<file path="src/rtl/ipm_distributed_fifo_sync.sv">
// Single-clock FIFO over an async-read distributed RAM array, with registered flags,
// water level, almost flags, overflow/underflow pulses and optional first-word-fall-through.
module ipm_distributed_fifo_sync #(
  parameter int ADDR_WIDTH       = 4,
  parameter int DATA_WIDTH       = 16,
  parameter int FWFT             = 0,
  parameter int ALMOST_FULL_NUM  = 2**ADDR_WIDTH - 2,
  parameter int ALMOST_EMPTY_NUM = 2
) (
  input  logic                  clk,
  input  logic                  rst_n,
  input  logic                  wr_en,
  input  logic [DATA_WIDTH-1:0] wr_data,
  output logic                  wr_full,
  output logic                  almost_full,
  input  logic                  rd_en,
  output logic [DATA_WIDTH-1:0] rd_data,
  output logic                  rd_empty,
  output logic                  almost_empty,
  output logic [ADDR_WIDTH:0]   water_level,
  output logic                  overflow,
  output logic                  underflow
);

  localparam int DEPTH = 2**ADDR_WIDTH;
  localparam logic [ADDR_WIDTH:0] LVL_FULL = (ADDR_WIDTH+1)'(DEPTH);
  localparam logic [ADDR_WIDTH:0] LVL_AF   = (ADDR_WIDTH+1)'(ALMOST_FULL_NUM);
  localparam logic [ADDR_WIDTH:0] LVL_AE   = (ADDR_WIDTH+1)'(ALMOST_EMPTY_NUM);
  localparam logic [ADDR_WIDTH:0] PTR_ONE  = (ADDR_WIDTH+1)'(1);

  logic [DATA_WIDTH-1:0] mem [DEPTH];

  logic [ADDR_WIDTH:0]   wr_ptr_q, wr_ptr_d;
  logic [ADDR_WIDTH:0]   rd_ptr_q, rd_ptr_d;
  logic [ADDR_WIDTH:0]   level_q, level_d;
  logic [DATA_WIDTH-1:0] rd_data_q, rd_data_d;
  logic                  head_vld_q, head_vld_d;
  logic                  wr_full_q, wr_full_d;
  logic                  rd_empty_q, rd_empty_d;
  logic                  af_q, af_d;
  logic                  ae_q, ae_d;
  logic                  ov_q, ov_d;
  logic                  un_q, un_d;
  logic                  wr_acc, rd_acc, ram_rd, ram_nonempty;

  always_comb begin
    wr_acc       = wr_en & ~wr_full_q;
    rd_acc       = rd_en & ~rd_empty_q;
    ram_nonempty = (wr_ptr_q != rd_ptr_q);
    ram_rd       = rd_acc;
    head_vld_d   = 1'b0;
    // FWFT: the output register is an extra storage slot, refilled from RAM
    // whenever it is empty or being popped this edge.
    if (FWFT != 0) begin
      ram_rd     = ram_nonempty & (~head_vld_q | rd_acc);
      head_vld_d = ram_rd | (head_vld_q & ~rd_acc);
    end
    wr_ptr_d  = wr_acc ? wr_ptr_q + PTR_ONE : wr_ptr_q;
    rd_ptr_d  = ram_rd ? rd_ptr_q + PTR_ONE : rd_ptr_q;
    rd_data_d = ram_rd ? mem[rd_ptr_q[ADDR_WIDTH-1:0]] : rd_data_q;
    level_d   = level_q + (ADDR_WIDTH+1)'(wr_acc) - (ADDR_WIDTH+1)'(rd_acc);
    wr_full_d = (level_d == LVL_FULL);
    if (FWFT != 0) rd_empty_d = ~head_vld_d;
    else           rd_empty_d = (level_d == '0);
    af_d = (level_d >= LVL_AF);
    ae_d = (level_d <= LVL_AE);
    ov_d = wr_en & wr_full_q;
    un_d = rd_en & rd_empty_q;
  end

  always_ff @(posedge clk) begin
    if (rst_n && wr_acc) mem[wr_ptr_q[ADDR_WIDTH-1:0]] <= wr_data;
  end

  always_ff @(posedge clk) begin
    if (!rst_n) begin
      wr_ptr_q   <= '0;
      rd_ptr_q   <= '0;
      level_q    <= '0;
      rd_data_q  <= '0;
      head_vld_q <= 1'b0;
      wr_full_q  <= 1'b0;
      rd_empty_q <= 1'b1;
      af_q       <= 1'b0;
      ae_q       <= 1'b1;
      ov_q       <= 1'b0;
      un_q       <= 1'b0;
    end else begin
      wr_ptr_q   <= wr_ptr_d;
      rd_ptr_q   <= rd_ptr_d;
      level_q    <= level_d;
      rd_data_q  <= rd_data_d;
      head_vld_q <= head_vld_d;
      wr_full_q  <= wr_full_d;
      rd_empty_q <= rd_empty_d;
      af_q       <= af_d;
      ae_q       <= ae_d;
      ov_q       <= ov_d;
      un_q       <= un_d;
    end
  end

  assign wr_full      = wr_full_q;
  assign almost_full  = af_q;
  assign rd_data      = rd_data_q;
  assign rd_empty     = rd_empty_q;
  assign almost_empty = ae_q;
  assign water_level  = level_q;
  assign overflow     = ov_q;
  assign underflow    = un_q;

endmodule
</file>
<file path="config.mk">
export PLATFORM = sky130hd
export DESIGN_NAME = ipm_distributed_fifo_sync
export DESIGN_NICKNAME = d
export VERILOG_FILES = /design/src/rtl/ipm_distributed_fifo_sync.sv
export SDC_FILE = /design/constraint.sdc
export NUM_CORES = 1
export LEC_CHECK = 0
export BUFFER_PORTS_ARGS = -buffer_cell sky130_fd_sc_hd__buf_2
export CAP_MARGIN = 0
export CORE_MARGIN = 2
export CORE_UTILIZATION = 60
export CTS_CLUSTER_SIZE = 8
export DETAILED_ROUTE_END_ITERATION = 16
export HOLD_SLACK_MARGIN = 0.03
export PLACE_DENSITY = 0.78
export SLEW_MARGIN = 40
export SYNTH_ARGS = -nofsm -noshare
export SYNTH_HDL_FRONTEND = slang
export SYNTH_SLANG_ARGS = --single-unit
</file>
<file path="constraint.sdc">
create_clock -name clk -period 7.14 [get_ports clk]
set_input_delay 1.071 -clock clk [delete_from_list [all_inputs] [get_ports clk]]
set_output_delay 1.071 -clock clk [all_outputs]
set_load 0.05 [all_outputs]
</file>
==> run summary <==
Result of the run: complete, no violations
Peak supply drop: 0.343 mV
Fin crit share: 0.449
Vias in the first global route: 6202
Simple-gate share of the synthesized area: 0.0295
Compound-Gate Fraction of Synth Area: 0.0309
CP Class: in2reg
Max-slew violations: 0
Final worst path period need: 3.20 ns
Diode count: 0
Post-Synthesis Cell Area: 11200 µm²
Leak: 4.30 nW
Ratio of cells with drive above 1 in the final layout: 0.282
Core Area: 18100 µm²
Avg Cell Area, Syn: 20.0 µm²
Critical Path Start Type: input port
Area of the multi-input gates: 2640 µm²
CTS root buf: clkbuf_16
Critical Path AT: 3.62 ns
Least-Margin Pin Slew: 0.799 ns
Synthesis Warnings: 0
Clock Path Buffers: 3
Commonest non-fill, non-tap cells in the layout: edfxtp_1, mux4_2, buf_2, clkbuf_16, dfxtp_1
Synth Register Bits: 291
Global-route wire length before repair: 37.2 mm
Initial drt markers: 565
# resized after CTS: 0
Routability congestion estimate: 0.771
Drt via density: 6.46
Place WS: 3.40 ns
Final TNS setup: 0 ns
I/O pin count: 47
CTS sink cnt: 291
Clk_skew: 0.0214 ns
Area Growth Syn to Fin: 15.8%
Drt wl/cell: 27.3 µm
Hold Crit Class: reg2reg
Maximum clock rate: 0.312 GHz
Postcts setup bufs: 0
Most common cell after layout, fill and taps aside: edfxtp_1
Post-synthesis xor/xnor area fraction: 0.00782
Die X-Extent: 141 µm
Worst path required time: 7.56 ns
CTS tree: built
Final hold slack: 0.491 ns
Design Area, Final: 13000 µm²
NumNets Final: 671
Final cell count without fillers: 900
PnR worst setup slack: 3.94 ns
Largest net degree at the start of global routing: 55
Seq/Total Area, Yosys: 0.748
FILL cells: 1038
Pwr Total: 4.33 mW
CTS Buf Count: 42
Clk Latency, worst-skew pair: 0.51 ns
Initial core utilization: 0.618
P per Cell Area: 333 nW/µm²
Worst Setup End Kind: register
Total track usage: 0.258
FF/Latch Area: 8400 µm²
DRC: 0
DR pass1 iterations: 4
DR vias: 5816
Post-DP HPWL: 13.2 mm
Hold Buf Count CTS: 0
Port Buffers: 46
Final Setup Violations: 0
Synthesized Nets: 591
H-tree level count: 2
Die area: 19800 µm²
CP max FO: 9
Antenna Nets Post-Route: 0
Antenna violations before repair: 0
Mux cell area share after synthesis: 0.153
Worst R2R Setup Slack: 4.26 ns
Max_slew headroom: 0.467
Rows: 49
Synth Area in Adders: 0.0130
Post-Syn Instances: 560
RSZ-0062 raised after global routing: no
Total grt overflow: 0
Total Wirelength: 24.5 mm
Max cap viols: 0
Largest family of logic cells by synthesized area: multiplexers
Placed cell area: 11700 µm²
Netlist cell types: 39
Die Height: 141 µm
Total placed cells including tap cells: 825
Clock input transition at the sequential cells of the worst setup and hold paths: 0.05 ns
Hold Fails Final Rpt: 0
Post-layout util: 0.715
==> sequential cells by signal, summed over array words and instances (netlist names) <==
signal,cells
rd_data,16
almost_empty,1
wr_ptr_q,4
rd_ptr_q,4
mem,256
overflow,1
water_level,5
almost_full,1
underflow,1
wr_full,1
rd_empty,1
==> power by group <==
part | internal [mW] | switching [mW] | total (mW)
clock network | 1.16 | 0.661 | 1.82
registers | 1.93 | 0.0496 | 1.98
logic | 0.176 | 0.357 | 0.532
total | 3.26 | 1.07 | 4.33
==> synth_stat cells <==
library cell  instances  area [µm²]
a21o_1                3        22.5
a21oi_1               3        15.0
a221oi_1              9        78.8
a22oi_1              15         113
a22oi_2               1        12.5
a32o_1                1        10.0
and2_1               12        75.1
and3_1                3        18.8
and3b_1               1        8.76
buf_1                 6        22.5
buf_12                1        20.0
buf_2                 9        45.0
buf_4                 6        45.0
buf_6                 1        11.3
clkbuf_1              7        26.3
dfxtp_1              35         701
edfxtp_1            256        7690
fa_1                  1        20.0
ha_1                 10         125
inv_1                 8        30.0
mux2_2               16         180
mux2i_1              26         260
mux4_1                8         210
mux4_2               47        1060
nand2_1              14        52.6
nand3_1               1        5.00
nand3b_1              3        22.5
nand4_1               2        12.5
nand4b_1              1        8.76
nor2_1               17        63.8
nor2b_1               6        37.5
nor4bb_1              1        10.0
o21ai_0              15        75.1
o21ai_1               1        5.00
o31ai_1               2        15.0
or3_1                 1        6.26
or3b_2                1        8.76
xnor2_1               8        70.1
xor2_1                2        17.5
==> routing by layer <==
metal | track usage | routed length [µm] | up-vias
li1 | - | - | 2434
met1 | 0.347 | 9610 | 2987
met2 | 0.400 | 11900 | 317
met3 | 0.0669 | 1970 | 78
met4 | 0.130 | 1040 | 0
met5 | 0 | 0 | -
==> path summary, 6_finish.rpt <==
check / start / cells past startpoint / end
worst max-delay path: wr_en / 11 / wr_full$_SDFF_PN0_
worst min-delay path: rd_data[4]$_SDFFE_PN0P_ / 2 / rd_data[4]$_SDFFE_PN0P_
worst max register to register: wr_full$_SDFF_PN0_ / 10 / wr_full$_SDFF_PN0_
worst min register to register: rd_data[4]$_SDFFE_PN0P_ / 2 / rd_data[4]$_SDFFE_PN0P_
==> critical path: stages <==
cell and delay (ns):
buf_2 0.08, nor2b_1 0.48, inv_1 0.10, ha_1 0.30, inv_1 0.04, ha_1 0.20
fa_1 0.45, a21o_1 0.18, a21oi_1 0.17, xnor2_1 0.24, nor4bb_1 0.32
==> final cells by class <==
class	count	share of cell area
tap	229	0.0221
inverter	8	0.00231
clock inverter	1	0.000578
sequential	291	0.647
multi-input combinational	231	0.204
clock buffer	74	0.0951
timing repair buffer	66	0.0296
==> cells by family after synthesis <==
kind of cell | Yosys count
XOR/XNOR | 10
flip-flops | 291
buffers and inverters | 38
adder cells (fa/ha/maj) | 11
multiplexers | 97
AO/OA/AOI/OAI | 50
AND/OR/NAND/NOR | 63
(Power assumes the default switching activity.)
